File: config.mk
export PLATFORM = sky130hd
export DESIGN_NAME = ifc_cmd_decoder
export DESIGN_NICKNAME = d
export VERILOG_FILES = /design/src/rtl/ifc_pkg.sv /design/src/rtl/ifc_frame_check.sv /design/src/rtl/ifc_cmd_decoder.sv
export SDC_FILE = /design/constraint.sdc
export NUM_CORES = 1
export LEC_CHECK = 0
export ABC_AREA = 0
export CAP_MARGIN = 15
export CORE_ASPECT_RATIO = 1.4
export CORE_UTILIZATION = 25
export DETAILED_ROUTE_END_ITERATION = 16
export HOLD_SLACK_MARGIN = 0.1
export PLACE_DENSITY = 0.49
export REMOVE_ABC_BUFFERS = 1
export SYNTH_ARGS = -nofsm -noshare
export SYNTH_HDL_FRONTEND = slang
export SYNTH_SLANG_ARGS = --single-unit
export TNS_END_PERCENT = 20
File: constraint.sdc
create_clock -name sys_clk -period 2.8 [get_ports sys_clk]
set_input_delay 0.28 -clock sys_clk [delete_from_list [all_inputs] [get_ports sys_clk]]
set_output_delay 0.28 -clock sys_clk [all_outputs]
set_load 0.05 [all_outputs]
File: src/rtl/ifc_pkg.sv
// Shared definitions for the IFC command path: header, command and status codes,
// decoder state encoding and a saturating counter helper.
package ifc_pkg;

  localparam logic [7:0] HEADER_DEFAULT = 8'hA5;

  localparam logic [3:0] CMD_WR   = 4'h1;
  localparam logic [3:0] CMD_RD   = 4'h2;
  localparam logic [7:0] CMD_PING = 8'h30;

  localparam logic [7:0] ST_OK  = 8'h00;
  localparam logic [7:0] ST_HDR = 8'hE1;
  localparam logic [7:0] ST_CHK = 8'hE2;
  localparam logic [7:0] ST_CMD = 8'hE3;

  typedef enum logic [2:0] {
    S_IDLE,
    S_LATCH,
    S_CHECK,
    S_EXEC,
    S_RESP
  } state_t;

  // Adds 0..3 to an 8-bit counter, clamping at 255.
  function automatic logic [7:0] sat_add(input logic [7:0] a, input logic [1:0] inc);
    logic [8:0] sum;
    sum = {1'b0, a} + {7'd0, inc};
    return sum[8] ? 8'hFF : sum[7:0];
  endfunction

endpackage

File: src/rtl/ifc_frame_check.sv
// Combinational frame validator: header, then checksum, then command/address,
// reporting the first failing check as a status byte.
module ifc_frame_check
  import ifc_pkg::*;
#(
  parameter logic [7:0] HEADER = HEADER_DEFAULT,
  parameter int         NREG   = 4
) (
  input  logic [31:0] frame,
  output logic [7:0]  status
);

  logic [7:0] hdr;
  logic [7:0] cmd;
  logic [7:0] dat;
  logic [7:0] chk;
  logic       addr_ok;
  logic       cmd_ok;

  assign hdr = frame[31:24];
  assign cmd = frame[23:16];
  assign dat = frame[15:8];
  assign chk = frame[7:0];

  assign addr_ok = ({1'b0, cmd[3:0]} < 5'(NREG));
  assign cmd_ok  = (cmd == CMD_PING) ||
                   (((cmd[7:4] == CMD_WR) || (cmd[7:4] == CMD_RD)) && addr_ok);

  always_comb begin
    status = ST_OK;
    if (hdr != HEADER) begin
      status = ST_HDR;
    end else if (chk != (hdr ^ cmd ^ dat)) begin
      status = ST_CHK;
    end else if (!cmd_ok) begin
      status = ST_CMD;
    end
  end

endmodule

File: src/rtl/ifc_cmd_decoder.sv
// IFC command decoder: latches a received frame, validates it, executes
// write/read/ping against a small register file and returns a response frame.
module ifc_cmd_decoder
  import ifc_pkg::*;
#(
  parameter logic [7:0] HEADER = HEADER_DEFAULT,
  parameter int         NREG   = 4
) (
  input  logic              sys_clk,
  input  logic              rst_n,
  input  logic              frame_flag,
  input  logic [31:0]       frame_data,
  output logic [31:0]       resp_data,
  output logic              resp_valid,
  input  logic              resp_ready,
  output logic [NREG*8-1:0] reg_out,
  output logic [7:0]        frame_cnt,
  output logic [7:0]        err_cnt
);

  state_t      state_reg, state_next;
  logic        flag_d_reg;
  logic [31:0] frm_reg;
  logic [7:0]  status_reg;
  logic [31:0] resp_data_reg;
  logic        resp_valid_reg;
  logic [7:0]  frame_cnt_reg;
  logic [7:0]  err_cnt_reg;
  logic [7:0]  regs_reg [NREG];

  logic       start;
  logic       overrun;
  logic [7:0] check_status;
  logic [7:0] cmd;
  logic [3:0] addr;
  logic [7:0] dat;
  logic       exec;
  logic       exec_ok;
  logic       exec_err;
  logic       wr_en;
  logic [7:0] rd_mux;
  logic [7:0] rdat;
  logic [1:0] err_inc;

  assign start   = frame_flag && !flag_d_reg;
  assign overrun = start && (state_reg != S_IDLE);

  assign cmd  = frm_reg[23:16];
  assign addr = frm_reg[19:16];
  assign dat  = frm_reg[15:8];

  assign exec     = (state_reg == S_EXEC);
  assign exec_ok  = exec && (status_reg == ST_OK);
  assign exec_err = exec && (status_reg != ST_OK);
  assign wr_en    = exec_ok && (cmd[7:4] == CMD_WR);
  assign err_inc  = {1'b0, overrun} + {1'b0, exec_err};

  ifc_frame_check #(
    .HEADER (HEADER),
    .NREG   (NREG)
  ) u_check (
    .frame  (frm_reg),
    .status (check_status)
  );

  always_comb begin
    rd_mux = 8'h00;
    for (int k = 0; k < NREG; k++) begin
      if (addr == 4'(k)) rd_mux = regs_reg[k];
    end
  end

  always_comb begin
    rdat = 8'h00;
    if (status_reg == ST_OK) begin
      if (cmd == CMD_PING) rdat = ~dat;
      else if (cmd[7:4] == CMD_RD) rdat = rd_mux;
    end
  end

  always_comb begin
    state_next = state_reg;
    case (state_reg)
      S_IDLE:  if (start) state_next = S_LATCH;
      S_LATCH: state_next = S_CHECK;
      S_CHECK: state_next = S_EXEC;
      S_EXEC:  state_next = S_RESP;
      S_RESP:  if (resp_ready) state_next = S_IDLE;
      default: state_next = S_IDLE;
    endcase
  end

  always_ff @(posedge sys_clk or negedge rst_n) begin
    if (!rst_n) begin
      state_reg      <= S_IDLE;
      flag_d_reg     <= 1'b0;
      frm_reg        <= '0;
      status_reg     <= ST_OK;
      resp_data_reg  <= '0;
      resp_valid_reg <= 1'b0;
      frame_cnt_reg  <= '0;
      err_cnt_reg    <= '0;
    end else begin
      state_reg  <= state_next;
      flag_d_reg <= frame_flag;
      if (state_reg == S_LATCH) frm_reg <= frame_data;
      if (state_reg == S_CHECK) status_reg <= check_status;
      if (exec_ok) frame_cnt_reg <= sat_add(frame_cnt_reg, 2'd1);
      if (err_inc != 2'd0) err_cnt_reg <= sat_add(err_cnt_reg, err_inc);
      // resp_data only loads in EXEC, so it cannot move while a response waits.
      if (exec) begin
        resp_data_reg  <= {HEADER, status_reg, rdat, HEADER ^ status_reg ^ rdat};
        resp_valid_reg <= 1'b1;
      end else if ((state_reg == S_RESP) && resp_ready) begin
        resp_valid_reg <= 1'b0;
      end
    end
  end

  generate
    for (genvar gi = 0; gi < NREG; gi++) begin : g_reg
      always_ff @(posedge sys_clk or negedge rst_n) begin
        if (!rst_n) begin
          regs_reg[gi] <= 8'h00;
        end else if (wr_en && (addr == 4'(gi))) begin
          regs_reg[gi] <= dat;
        end
      end
      assign reg_out[gi*8 +: 8] = regs_reg[gi];
    end
  endgenerate

  assign resp_data  = resp_data_reg;
  assign resp_valid = resp_valid_reg;
  assign frame_cnt  = frame_cnt_reg;
  assign err_cnt    = err_cnt_reg;

endmodule
==> results of run 1 <==
[per-stage QoR]
stage,util (%),TNS (ps)
finish,33.8,0
global route,33.8,0
CTS,33.8,0
detailed placement,32.2,0
global placement,32.2,0
floorplan,-,-22150
[repair_timing]
action / 4_1_cts / 5_1_grt
setup endpoints to repair: 0 / 0
hold buffers: 1 / 0
gates resized for setup: 0 / 0
buffers inserted: 0 / 0
endpoints found under the hold margin: 44 / 0
[power breakdown]
group	internal, uW	switching (uW)	total, uW
sequential	1890	467	2350
combinational	1070	1240	2310
clock	726	595	1320
[cell type report]
type / count / area, sq um
Inverter: 7 / 26.3
Clock buffer: 11 / 243
Fill cell: 1987 / 13100
Sequential cell: 106 / 2650
Clock inverter: 5 / 61.3
Multi-Input combinational cell: 281 / 2190
Timing Repair Buffer: 119 / 1190
Tap cell: 252 / 315
[final timing paths]
path                                     from             to  slack, ps  depth (start not counted)
worst max-delay path             state_reg[2]     err_cnt[0]        210                         11
worst min-delay path               frame_flag     flag_d_reg        400                          1
worst max register to register   state_reg[2]     err_cnt[0]        210                         11
worst min register to register  resp_data[17]  resp_data[17]        480                          2
max in group asynchronous               rst_n    frm_reg[27]       1560                          3
min in group asynchronous               rst_n    reg_out[21]        490                          2
[metal layers]
| layer | vias to the layer above | share of wire [%] | global-route usage [%] |
|---|---|---|---|
| met2 | 86 | 50 | 22.6 |
| met5 | - | 0 | 0 |
| met1 | 1755 | 44 | 17.1 |
| met4 | 0 | 2.1 | 5.69 |
| met3 | 13 | 3.4 | 2.41 |
| li1 | 1681 | - | - |
[layout by cell type, fill, tap and decap left out, types with 3 or more instances in the layout]
master           count
clkdlybuf4s50_1    108
dfrtp_1            106
mux2_2              79
nand2_1             36
xnor2_1             23
nor2_1              19
o22ai_1             15
a21oi_1             13
o21ai_0              9
clkbuf_16            9
buf_4                8
inv_1                7
nand4_1              7
conb_1               7
xor2_1               6
nand3_1              6
nor2b_1              5
a22o_1               5
ha_1                 5
nand3b_1             3
o211ai_1             3
nor3_1               3
and3_1               3
a31oi_1              3
[cell families (layout without fill, tap and decap cells)]
kind of cell / after synthesis / count (layout) / share of synthesized area (%)
adders and majority gates: 6 / 6 / 1.64
buffers and inverters: 40 / 142 / 4.42
DFF: 106 / 106 / 52.7
AOI/OAI and AO/OA: 56 / 56 / 7.01
other: 1 / 7 / 0.0745
and+or+nand+nor: 102 / 102 / 11.1
xor gates and xnor gates: 29 / 29 / 5.04
muxes: 81 / 81 / 18.1
==> results.md, run 1 <==
- Pin count of the biggest net entering global routing: 63
- Final Non-Filler Cells: ~780
- Crit-path cells: nand3b_1, nor2_1, inv_1, ha_1, ha_1, inv_1, fa_1, nor2_1, and4_1, nand4_1, nand2_1
- Max incr delay on CP: around 480 ps
- Cts bufs inserted: 9
- Placed inst area: 6360 sq um
- Fin. Hold Viols: 0
- Syn avg cell area: 12.0 sq um
- Final instance area: approximately 6700 sq um
- Maximum vdd drop: 0.323 mV
- Clock Latency Late Sink: 360 ps
- Nets: 566
- RSZ-0062 raised after global routing: false
- Final ANT Viol Nets: 0
- Sequential area share after synthesis: 52.7%
- Setup crit end kind: flop
- Most frequent cells after synthesis: 106 x dfrtp_1, 79 x mux2_2, 36 x nand2_1
- DRC Markers: 0
- Type of the worst setup path: reg2reg
- Clock Tree Root: clkbuf_16
- Setup-failing EPs final: 0
- Vias post-DR: 3535
- Synth area leaders: dfrtp_1 53%, mux2_2 18%, xnor2_1 4.0%, nand2_1 2.7%, buf_4 2.4%
- Ant diodes: 0
- Clk slew on worst S/H paths: 70 ps
- H-tree depth: 3
- WL final: 13100 um
- Ports: 117
- GRT Util Overall: 13.6%
- Worst Tran Pin Value: ~710 ps
- Leak: ~0.0029 uW
- Post-synthesis async set-or-reset flop share: 100%
- Die ar.: 20700 sq um
- Crit path max fanout: 9
- Row cnt: 61
- Synth-to-layout area growth: 32.6%
- MaxCap Viol Count: 0
- PwrDens: a little under 900 nW/um^2
- Placed Instances: 764
- Most numerous cell in the Yosys netlist: dfrtp_1
- Starting density of the core: around a quarter
- Post-Syn Area: 5030 sq um
- Vias in the first global route: 3708
- First-pass GRT wire length: 20900 um
- Worst Setup Start Kind: flop
- GP Congestion: 0.726
- Worst setup margin: between 200 and 250 ps
- CP required: 3090 ps
- Chip Width: 122 um
- Largest area contributor in the netlist: dfrtp_1
- TritonCTS clock tree: built
- Pre-CTS WS: 0.0995 ps
- Synthesized instance count: 421
- Relative slew slack: 51.9%
- Max Fclk: 0.386 GHz
- Top-area cell type share of the netlist area: between 50% and 60%
- DR vias/cell: 4.53
- Port Buffer Count: about 110
- Crit path DAT: 2880 ps
- DR iter-0 viols: 203
- Crit path time final: 2590 ps
- Min-Delay Path Class: in2reg
- Gr ovfl total: 0
- Synth Register Bits: about 110
- Slowest stage cell, crit path: dfrtp_1
- Unique masters post-synth: 47
- Period utilization: 92.6%
- Number of synthesized flops with an enable pin: 0
- Core Box Area: 19800 sq um
- Hold Slack: ~400 ps
- Status: finished clean
- Max clock buf depth: 2
- First-pass detailed-route iteration total: 4
- Drt wl/cell: 16.7 um
- Num Clock Sinks: 106
- Initial antenna violation count: 0
- Layout cells sized above 1: 21.4%
- Ys Warns: 0
- Total power: 5980 uW
- Die Y: 170 um
- Final HPWL DP: a little under 10000 um
- Clk_skew: 12.3 ps
- Predominant post-synthesis flop cell: dfrtp_1
- CP bufs+invs: 2
- Final Max Tran Viols: 0
- CP top delay family: simple AND/OR/NAND/NOR gates
(Power assumes the default switching activity.)
==> run 2: changes to the inputs <==
Settings changed: TNS_END_PERCENT 20 to default.
==> results of run 2 <==
The final DEF is identical to that of run 1; final timing and power are the same.
